--- config.mk ---
export PLATFORM = sky130hd
export DESIGN_NAME = te_packet_serializer
export DESIGN_NICKNAME = d
export VERILOG_FILES = /design/src/rtl/te_packet_serializer.sv
export SDC_FILE = /design/constraint.sdc
export NUM_CORES = 1
export LEC_CHECK = 0
export BUFFER_PORTS_ARGS = -buffer_cell sky130_fd_sc_hd__buf_2
export CAP_MARGIN = 20
export CORE_MARGIN = 10
export CORE_UTILIZATION = 60
export DETAILED_ROUTE_END_ITERATION = 8
export PLACE_DENSITY = 0.9
export SLEW_MARGIN = 20
export SYNTH_ARGS = -nofsm -noshare
export SYNTH_HDL_FRONTEND = slang
export SYNTH_SLANG_ARGS = --single-unit
--- constraint.sdc ---
create_clock -name clk_i -period 6 [get_ports clk_i]
set_input_delay 0.3 -clock clk_i [delete_from_list [all_inputs] [get_ports clk_i]]
set_output_delay 0.3 -clock clk_i [all_outputs]
set_load 0.01 [all_outputs]
--- src/rtl/te_packet_serializer.sv ---
// Trace packet serializer: buffers complete packets in a small FIFO and streams
// each one out as a header byte followed by its payload bytes over valid/ready.
module te_packet_serializer #(
  parameter int PTYPE_W       = 2,
  parameter int PAYLOAD_BYTES = 16,
  parameter int LEN_W         = 5,
  parameter int FIFO_DEPTH    = 4
) (
  input  logic                       clk_i,
  input  logic                       rst_ni,
  input  logic                       packet_valid_i,
  input  logic [PTYPE_W-1:0]         packet_type_i,
  input  logic [LEN_W-1:0]           packet_length_i,
  input  logic [8*PAYLOAD_BYTES-1:0] packet_payload_i,
  output logic                       packet_ready_o,
  input  logic                       flush_i,
  output logic [7:0]                 data_o,
  output logic                       valid_o,
  input  logic                       ready_i,
  output logic                       last_o,
  output logic                       overflow_o,
  output logic [7:0]                 drop_cnt_o,
  input  logic                       clear_drop_i
);

  localparam int PTR_W = $clog2(FIFO_DEPTH);
  localparam int CNT_W = PTR_W + 1;
  localparam int PAY_W = 8 * PAYLOAD_BYTES;

  typedef enum logic [1:0] {
    IDLE = 2'd0,
    HDR  = 2'd1,
    PAY  = 2'd2
  } state_e;

  function automatic logic [LEN_W-1:0] clamp_len(input logic [LEN_W-1:0] len);
    if (len > LEN_W'(PAYLOAD_BYTES)) begin
      return LEN_W'(PAYLOAD_BYTES);
    end else begin
      return len;
    end
  endfunction

  function automatic logic [7:0] header_byte(input logic [PTYPE_W-1:0] ptype,
                                             input logic [LEN_W-1:0]   len);
    return {ptype[1:0], 1'b0, len[4:0]};
  endfunction

  function automatic logic [7:0] payload_byte(input logic [PAY_W-1:0] payload,
                                              input logic [LEN_W-1:0] idx);
    logic [PAY_W-1:0] shifted;
    shifted = payload >> {idx, 3'b000};
    return shifted[7:0];
  endfunction

  logic [PTYPE_W-1:0] mem_type    [FIFO_DEPTH];
  logic [LEN_W-1:0]   mem_len     [FIFO_DEPTH];
  logic [PAY_W-1:0]   mem_payload [FIFO_DEPTH];

  state_e             state_r;
  logic [LEN_W-1:0]   idx_r;
  logic [CNT_W-1:0]   count_r;
  logic [PTR_W-1:0]   wr_ptr_r;
  logic [PTR_W-1:0]   rd_ptr_r;
  logic [7:0]         data_r;
  logic               valid_r;
  logic               last_r;
  logic               overflow_r;
  logic [7:0]         drop_cnt_r;

  logic               push_s;
  logic               drop_s;
  logic               hs_s;
  logic               pop_s;
  logic               have_next_s;
  logic [PTR_W-1:0]   next_ptr_s;
  logic [LEN_W-1:0]   head_len_s;
  logic [LEN_W-1:0]   in_len_s;
  logic [LEN_W-1:0]   idx_inc_s;

  assign packet_ready_o = (count_r != CNT_W'(FIFO_DEPTH));
  assign push_s      = packet_valid_i && packet_ready_o && !flush_i;
  assign drop_s      = packet_valid_i && !packet_ready_o && !flush_i;
  assign hs_s        = valid_r && ready_i;
  assign next_ptr_s  = rd_ptr_r + PTR_W'(1);
  assign head_len_s  = mem_len[rd_ptr_r];
  assign in_len_s    = clamp_len(packet_length_i);
  assign idx_inc_s   = idx_r + LEN_W'(1);
  // A flush discards everything behind the packet being popped, so it never chains.
  assign have_next_s = !flush_i && (count_r > CNT_W'(1));

  assign data_o     = data_r;
  assign valid_o    = valid_r;
  assign last_o     = last_r;
  assign overflow_o = overflow_r;
  assign drop_cnt_o = drop_cnt_r;

  // Head entry leaves the FIFO on the handshake of its final byte.
  always_comb begin
    pop_s = 1'b0;
    if (hs_s && (state_r == HDR) && (head_len_s == LEN_W'(0))) begin
      pop_s = 1'b1;
    end else if (hs_s && (state_r == PAY) && (idx_r == head_len_s - LEN_W'(1))) begin
      pop_s = 1'b1;
    end else begin
      pop_s = 1'b0;
    end
  end

  // Packet storage write port.
  always_ff @(posedge clk_i) begin
    if (push_s) begin
      mem_type[wr_ptr_r]    <= packet_type_i;
      mem_len[wr_ptr_r]     <= in_len_s;
      mem_payload[wr_ptr_r] <= packet_payload_i;
    end
  end

  // FIFO pointers and occupancy; flush keeps only the entry in flight.
  always_ff @(posedge clk_i or negedge rst_ni) begin
    if (!rst_ni) begin
      count_r  <= CNT_W'(0);
      wr_ptr_r <= PTR_W'(0);
      rd_ptr_r <= PTR_W'(0);
    end else if (flush_i) begin
      if ((state_r == IDLE) || pop_s) begin
        count_r  <= CNT_W'(0);
        rd_ptr_r <= rd_ptr_r + PTR_W'(pop_s);
        wr_ptr_r <= rd_ptr_r + PTR_W'(pop_s);
      end else begin
        count_r  <= CNT_W'(1);
        wr_ptr_r <= next_ptr_s;
      end
    end else begin
      if (push_s) begin
        wr_ptr_r <= wr_ptr_r + PTR_W'(1);
      end
      if (pop_s) begin
        rd_ptr_r <= next_ptr_s;
      end
      case ({push_s, pop_s})
        2'b10:   count_r <= count_r + CNT_W'(1);
        2'b01:   count_r <= count_r - CNT_W'(1);
        default: count_r <= count_r;
      endcase
    end
  end

  // Serializer FSM with registered byte, valid and last outputs.
  always_ff @(posedge clk_i or negedge rst_ni) begin
    if (!rst_ni) begin
      state_r <= IDLE;
      idx_r   <= LEN_W'(0);
      data_r  <= 8'd0;
      valid_r <= 1'b0;
      last_r  <= 1'b0;
    end else if (pop_s) begin
      idx_r <= LEN_W'(0);
      if (have_next_s) begin
        state_r <= HDR;
        data_r  <= header_byte(mem_type[next_ptr_s], mem_len[next_ptr_s]);
        valid_r <= 1'b1;
        last_r  <= (mem_len[next_ptr_s] == LEN_W'(0));
      end else begin
        state_r <= IDLE;
        data_r  <= 8'd0;
        valid_r <= 1'b0;
        last_r  <= 1'b0;
      end
    end else begin
      case (state_r)
        IDLE: begin
          if (!flush_i && (count_r != CNT_W'(0))) begin
            state_r <= HDR;
            data_r  <= header_byte(mem_type[rd_ptr_r], head_len_s);
            valid_r <= 1'b1;
            last_r  <= (head_len_s == LEN_W'(0));
          end else if (push_s) begin
            // Bypass the empty FIFO so the header appears the cycle after the push.
            state_r <= HDR;
            data_r  <= header_byte(packet_type_i, in_len_s);
            valid_r <= 1'b1;
            last_r  <= (in_len_s == LEN_W'(0));
          end
        end
        HDR: begin
          if (hs_s) begin
            state_r <= PAY;
            idx_r   <= LEN_W'(0);
            data_r  <= payload_byte(mem_payload[rd_ptr_r], LEN_W'(0));
            last_r  <= (head_len_s == LEN_W'(1));
          end
        end
        PAY: begin
          if (hs_s) begin
            idx_r  <= idx_inc_s;
            data_r <= payload_byte(mem_payload[rd_ptr_r], idx_inc_s);
            last_r <= (idx_inc_s == head_len_s - LEN_W'(1));
          end
        end
        default: begin
          state_r <= IDLE;
          idx_r   <= LEN_W'(0);
          data_r  <= 8'd0;
          valid_r <= 1'b0;
          last_r  <= 1'b0;
        end
      endcase
    end
  end

  // Drop accounting; clear wins over a same-cycle drop.
  always_ff @(posedge clk_i or negedge rst_ni) begin
    if (!rst_ni) begin
      overflow_r <= 1'b0;
      drop_cnt_r <= 8'd0;
    end else if (clear_drop_i) begin
      overflow_r <= 1'b0;
      drop_cnt_r <= 8'd0;
    end else if (drop_s) begin
      overflow_r <= 1'b1;
      if (drop_cnt_r != 8'd255) begin
        drop_cnt_r <= drop_cnt_r + 8'd1;
      end
    end
  end

endmodule
==> results of run 1 <==
## logic make-up after synthesis
logic type / count (synthesis) / synth area share, %
AOI/OAI and AO/OA: 175 / 5.14
xor gates and xnor gates: 30 / 1.26
adders and majority gates: 17 / 0.920
buffers and inverters: 79 / 1.54
DFF: 573 / 73.7
muxes: 176 / 14.2
and+or+nand+nor: 163 / 3.25
## power groups by stage
stage / registers [mW] / logic (mW) / clock network, mW
finish: 4.53 / 0.350 / 3.54
global route: 4.54 / 0.371 / 3.70
CTS: 4.53 / 0.341 / 3.52
detailed placement: 4.61 / 0.260 / 0
global placement: 4.60 / 0.248 / 0
floorplan: 4.61 / 0.118 / 0
## state kept, by name, indices dropped and copies added, names as in the netlist
signal / cells
mem_type: 8
drop_cnt_o: 8
wr_ptr_r: 2
mem_payload: 512
idx_r: 5
valid_o: 1
mem_len: 20
last_o: 1
state_r: 2
overflow_o: 1
rd_ptr_r: 2
data_o: 8
count_r: 3
## layer usage
metal / routed length [um] / part of all wire [%] / up-vias / global-route usage [%]
met5: 11 / 0.018 / - / 0.107
met4: 3080 / 5.0 / 2 / 12.3
met3: 6320 / 10 / 237 / 5.97
met2: 30500 / 50 / 1063 / 42.7
met1: 21400 / 35 / 6845 / 32.8
li1: - / - / 5598 / -
## per-stage QoR
stage	setup slack, ps	utilization, %	instance area (um2)
2_1_floorplan	1180	-	23100
3_3_place_gp	1780	64.6	24500
3_5_place_dp	1670	64.6	24500
4_1_cts	1640	72.9	27600
5_1_grt	1180	73.0	27600
6_report	1500	73.0	27600
## worst max-delay path, stage by stage (launching register included)
cell	delay, ps
dfrtp_4	1040
buf_4	560
buf_4	610
nor2b_1	290
nand2_1	300
o22ai_1	120
a21oi_1	150
nand2_1	120
o211a_1	220
o41ai_1	750
a21oi_1	140
## synthesized netlist by cell type (22+ instances only)
master and number:
nand3_1 22, clkbuf_1 25, a21oi_1 45, dfrtp_1 33, o21ai_0 26, a22oi_1 35
nand2_1 61, mux4_2 119, edfxtp_1 540, mux2i_1 37, a221oi_1 23, nor2_1 40
buf_2 27
## final cells by class
class                      count  area, um2  share of cell area (%)
clock inverter                38        384                    1.39
multi-input combinational    561       5740                    20.8
inverter                      17       63.8                   0.231
clock buffer                  63       1430                    5.17
tap                          511        639                    2.32
timing repair buffer         311       2300                    8.35
sequential                   573      17000                    61.7
antenna                        4       10.0                  0.0362
## worst paths after layout
| check | start | endpoint | slack (ps) | cells past startpoint |
|---|---|---|---|---|
| max reg2reg | rd_ptr_r[0]$_DFFE_PN0P_ | data_o[2]$_DFFE_PN0P_ | 1500 | 10 |
| max | rd_ptr_r[0]$_DFFE_PN0P_ | data_o[2]$_DFFE_PN0P_ | 1500 | 10 |
| max in group asynchronous | rst_ni | rd_ptr_r[0]$_DFFE_PN0P_ | 5090 | 2 |
| min | packet_length_i[4] | mem_len[1][4]$_DFFE_PP_ | 70 | 1 |
| min in group asynchronous | rst_ni | drop_cnt_o[1]$_DFFE_PN0P_ | 320 | 2 |
| min reg2reg | data_o[5]$_DFFE_PN0P_ | data_o[5]$_DFFE_PN0P_ | 510 | 2 |
## repair_timing
action | CTS | global route
setup endpoints to repair | 0 | 0
hold endpoints to repair | 563 | 0
hold buffers | 133 | 0
==> metrics.txt, run 1 <==
final setup vio count=0; syn_area_per_cell=about 19 um2; largest cells by area after synthesis=edfxtp_1, mux4_2, dfrtp_1; vias in the first global route=between 10k and 15k; WL final=61200 um; Synth area leader=edfxtp_1; CTS Buffer Depth=3; fmax=around 220 MHz; Tcrit/Tclk final=75.0%; Detailed Route Iter0 Violations=~2.1k; DIE AREA=46800 um2; initial core utilization=around three fifths; total CTS buffers=between 50 and 60; layout cell share with drive strength beyond 1=between 20% and 30%; sw power=1.77 mW; dpl cells=approximately 1.8k; antenna violations before repair=4; fin nets=between 1.5k and 2k; GRT overflow=0; ys async rst share=under 10%; final hold slack=about 70 ps; Post-synth EDFFs=540; Core ar.=about 38000 um2; clock sink total=~570; PwrDens=just over 300 nW/um2; IO buf count=160; critical path class=reg -> reg; status=complete, no violations; CP Data Required Time=6450 ps; CP endpoint kind=flip-flop; DP HPWL=33100 um; largest net degree at the start of global routing=91; post-synthesis cell area=around 23000 um2; sw frac=21.0%; PostCTS Resize Cnt=0; Peak VDD IR=313 uV; CTS H-tree depth=2; Total GRT Usage=approximately a quarter; CP arrival=4950 ps; GP Congestion=around 0.9; RSZ-0062 raised after global routing=false; P_int=6.65 mW; Vert. Die Dim=216 um; Clk Latency, worst-skew pair=about 620 ps; sequential area share after synthesis=about 74%; post-synthesis cell type count=62; setup_tns=0 ps; Post-DRT Antenna Nets=0; Via density=6.61; Syn Nets=between 1k and 1.5k; HP Class=in -> reg; commonest non-fill, non-tap cell in the layout=edfxtp_1; Die Wd=~220 um; CTS tree=yes; Worst Setup Start Kind=flip-flop; Post-Syn Instances=1213; first-pass GRT wire length=roughly 90000 um; Area growth syn-to-layout=19.5%; Final Skew=a little over 30 ps; Pre-antenna DRT Iters=8; row count=~70; fillcell total=between 2k and 2.5k; max-cap violations=0; dominant synthesized flop cell=edfxtp_1; Final Critical Period=~4500 ps; non-filler cells, final=just over 2k; Flop pwr share=between 50% and 60%; Clk pwr share=42.1%; clock-pin slew on the worst setup and hold paths=around 70 ps; root buf cell=clkbuf_16; Via Count=about 14k; Slew headroom=21.7%; area share of the largest cell type after synthesis=between 70% and 80%; Max Slew Vio Count=0; # Post-CTS Setup Buffers=0; drt drc=0; Combinational Power Share=around 4.2%; Final Hold Violating Endpoints=0; Pleak=around 9 nW; synthesis-stage register bit count=573; wire length per cell=around 29 um; most frequent cells in the layout=edfxtp_1, buf_2, dlygate4sd3_1, mux4_2, nand2_1; Ys Warns=0; CP Max Fanout=52; Worst Tran Pin Value=~1200 ps; Design Power=8.42 mW; Top-Level Pins=approximately 160
Power figures use the tool's default switching activity.
==> inputs of run 2 (changes only) <==
--- a/config.mk
+++ b/config.mk
@@ -8,9 +8,9 @@
 export BUFFER_PORTS_ARGS = -buffer_cell sky130_fd_sc_hd__buf_2
 export CAP_MARGIN = 20
 export CORE_MARGIN = 10
-export CORE_UTILIZATION = 60
+export CORE_UTILIZATION = 54
 export DETAILED_ROUTE_END_ITERATION = 8
-export PLACE_DENSITY = 0.9
+export PLACE_DENSITY = 0.86
 export SLEW_MARGIN = 20
 export SYNTH_ARGS = -nofsm -noshare
 export SYNTH_HDL_FRONTEND = slang
==> constraint.sdc (replaced) <==
create_clock -name clk_i -period 4 [get_ports clk_i]
set_input_delay 0.2 -clock clk_i [delete_from_list [all_inputs] [get_ports clk_i]]
set_output_delay 0.2 -clock clk_i [all_outputs]
set_load 0.01 [all_outputs]
==> run 2 against run 1 <==
  * Largest power group unchanged
  * First-iteration DRC count is 22% lower
  * Final cell count is 2.1% higher
  * Critical endpoint is now rd_ptr_r[0]$_DFFE_PN0P_
  * Critical path type unchanged
  * Clock skew shrank 7.2 ps
  * Wire length is 8.5% lower
  * Total power up 47%
  * Count of clock-buffer cells in the layout grew 6
==> metrics.txt, run 2 (synthesis gave the netlist of run 1 again) <==
status=complete, no violations; CTS Hold Buffers Added=136; drt drc=0; final hold slack=69.1 ps; DIE AREA=approximately 51000 um2; min setup slack post-route=about 480 ps; RSZ-0062 raised after global routing=false; buffers plus inverters on the worst setup path=2; CP max stage cell=mux4_2; Final Hold Violating Endpoints=0; Tcrit/Tclk final=between 80% and 90%; DP HPWL=~34000 um; max-cap violations=0; CTS tree=yes; Detailed Route Iter0 Violations=1622; layout cell share with drive strength beyond 1=26.6%; initial core utilization=54.9%; CP arrival=3980 ps; Most flops, register=mem_payload; setup_tns=0 ps; Setup WS pre-CTS=between 400 and 500 ps; PostCTS Resize Cnt=0; Final Critical Period=approximately 3500 ps; Pre-antenna DRT Iters=6; non-filler cells, final=2122; Via density=a little over 6; total placed instance area=between 20000 and 25000 um2; Via Count=13.2k; Max Slew Vio Count=0; most frequent cells in the layout=edfxtp_1, buf_2, dlygate4sd3_1, mux4_2, nand2_1; vias in the first global route=approximately 14k; biggest regs=mem_payload: 512 flops, mem_len: 20 flops; Top-Level Pins=between 150 and 200; Peak VDD IR=397 uV; Top Family by Delay on Critical Path=simple AND/OR/NAND/NOR gates; PwrDens=between 400 and 500 nW/um2; root buf cell=clkbuf_16; CP Data Required Time=4460 ps; commonest non-fill, non-tap cell in the layout=edfxtp_1; Vert. Die Dim=227 um; dpl cells=roughly 1.9k; wire length per cell=26.4 um; row count=75; Area growth syn-to-layout=20.3%; Worst Setup Start Kind=flip-flop; WL final=approximately 56000 um; GRT overflow=0; CTS Buffer Depth=3; Total GRT Usage=around 22%; Post-DRT Antenna Nets=0; Slew headroom=between 40 and 50%; fmax=284 MHz; max reg flops=a little over 500; slowest cell delay on critical path=~600 ps; critical path class=reg -> reg; Finished Cell Area=27800 um2; CP Max Fanout=15; first-pass GRT wire length=~86000 um; Die Wd=227 um; clock-pin slew on the worst setup and hold paths=roughly 60 ps; Pleak=a little over 9 nW; Final Skew=about 23 ps; GP Congestion=0.934; CP endpoint kind=flip-flop; Worst Tran Pin Value=approximately 850 ps; total CTS buffers=between 50 and 60; largest net degree at the start of global routing=91; HP Class=in -> reg; fin nets=about 1.7k; Design Power=12.4 mW; Clk Latency, worst-skew pair=600 ps; clock sink total=573; IO buf count=160; crit-path cells=mux4_2 > inv_1 > ha_1 > xor2_1 > nand4_1 > or4_4 > o21ai_4 > ha_1 > inv_1 > a21oi_1 > nand2_1 > o211ai_1; antenna violations before repair=6; Core ar.=approximately 42000 um2; CTS H-tree depth=2; final setup vio count=0; # Post-CTS Setup Buffers=0; Final Util=about two thirds
-- run 2: cell types whose count changed in the layout (fill, tap and decap cells not counted), moves of 3 or more --
cell,previous run,this run
clkinv_1,14,11
buf_4,15,18
clkbuf_1,7,12
dlygate4sd3_1,133,136
diode_2,4,7
buf_12,3,11
-- run 2: final timing paths --
path | start | endpoint | slack [ps] | cells past startpoint
worst max-delay path | rd_ptr_r[0]$_DFFE_PN0P_ | rd_ptr_r[0]$_DFFE_PN0P_ | 480 | 12
max in group asynchronous | rst_ni | rd_ptr_r[1]$_DFFE_PN0P_ | 3190 | 2
worst max register to register | rd_ptr_r[0]$_DFFE_PN0P_ | rd_ptr_r[0]$_DFFE_PN0P_ | 480 | 12
min in group asynchronous | rst_ni | overflow_o$_DFFE_PN0P_ | 210 | 2
worst min register to register | data_o[4]$_DFFE_PN0P_ | data_o[4]$_DFFE_PN0P_ | 550 | 2
worst min-delay path | packet_length_i[2] | mem_len[0][2]$_DFFE_PP_ | 70 | 2
-- run 2: routing by layer --
| metal | global-route usage, % | wire [um] |
|---|---|---|
| met5 | 0 | 13 |
| met4 | 7.55 | 1670 |
| met3 | 4.73 | 4910 |
| met2 | 36.1 | 28000 |
| met1 | 29.1 | 21500 |
-- run 2: where the power goes --
| group | internal [mW] | switching, mW |
|---|---|---|
| Combinational | 0.232 | 0.287 |
| Sequential | 6.74 | 0.0469 |
| Clock | 2.92 | 2.18 |
| Total | 9.90 | 2.51 |
-- run 2: area by class of cell --
cell class                 count  area (um2)
inverter                      17        63.8
timing repair buffer         325        2520
antenna                        7        17.5
tap                          539         674
multi-input combinational    561        5740
fill                        2583       14300
sequential                   573       17000
clock buffer                  69        1470
clock inverter                31         283
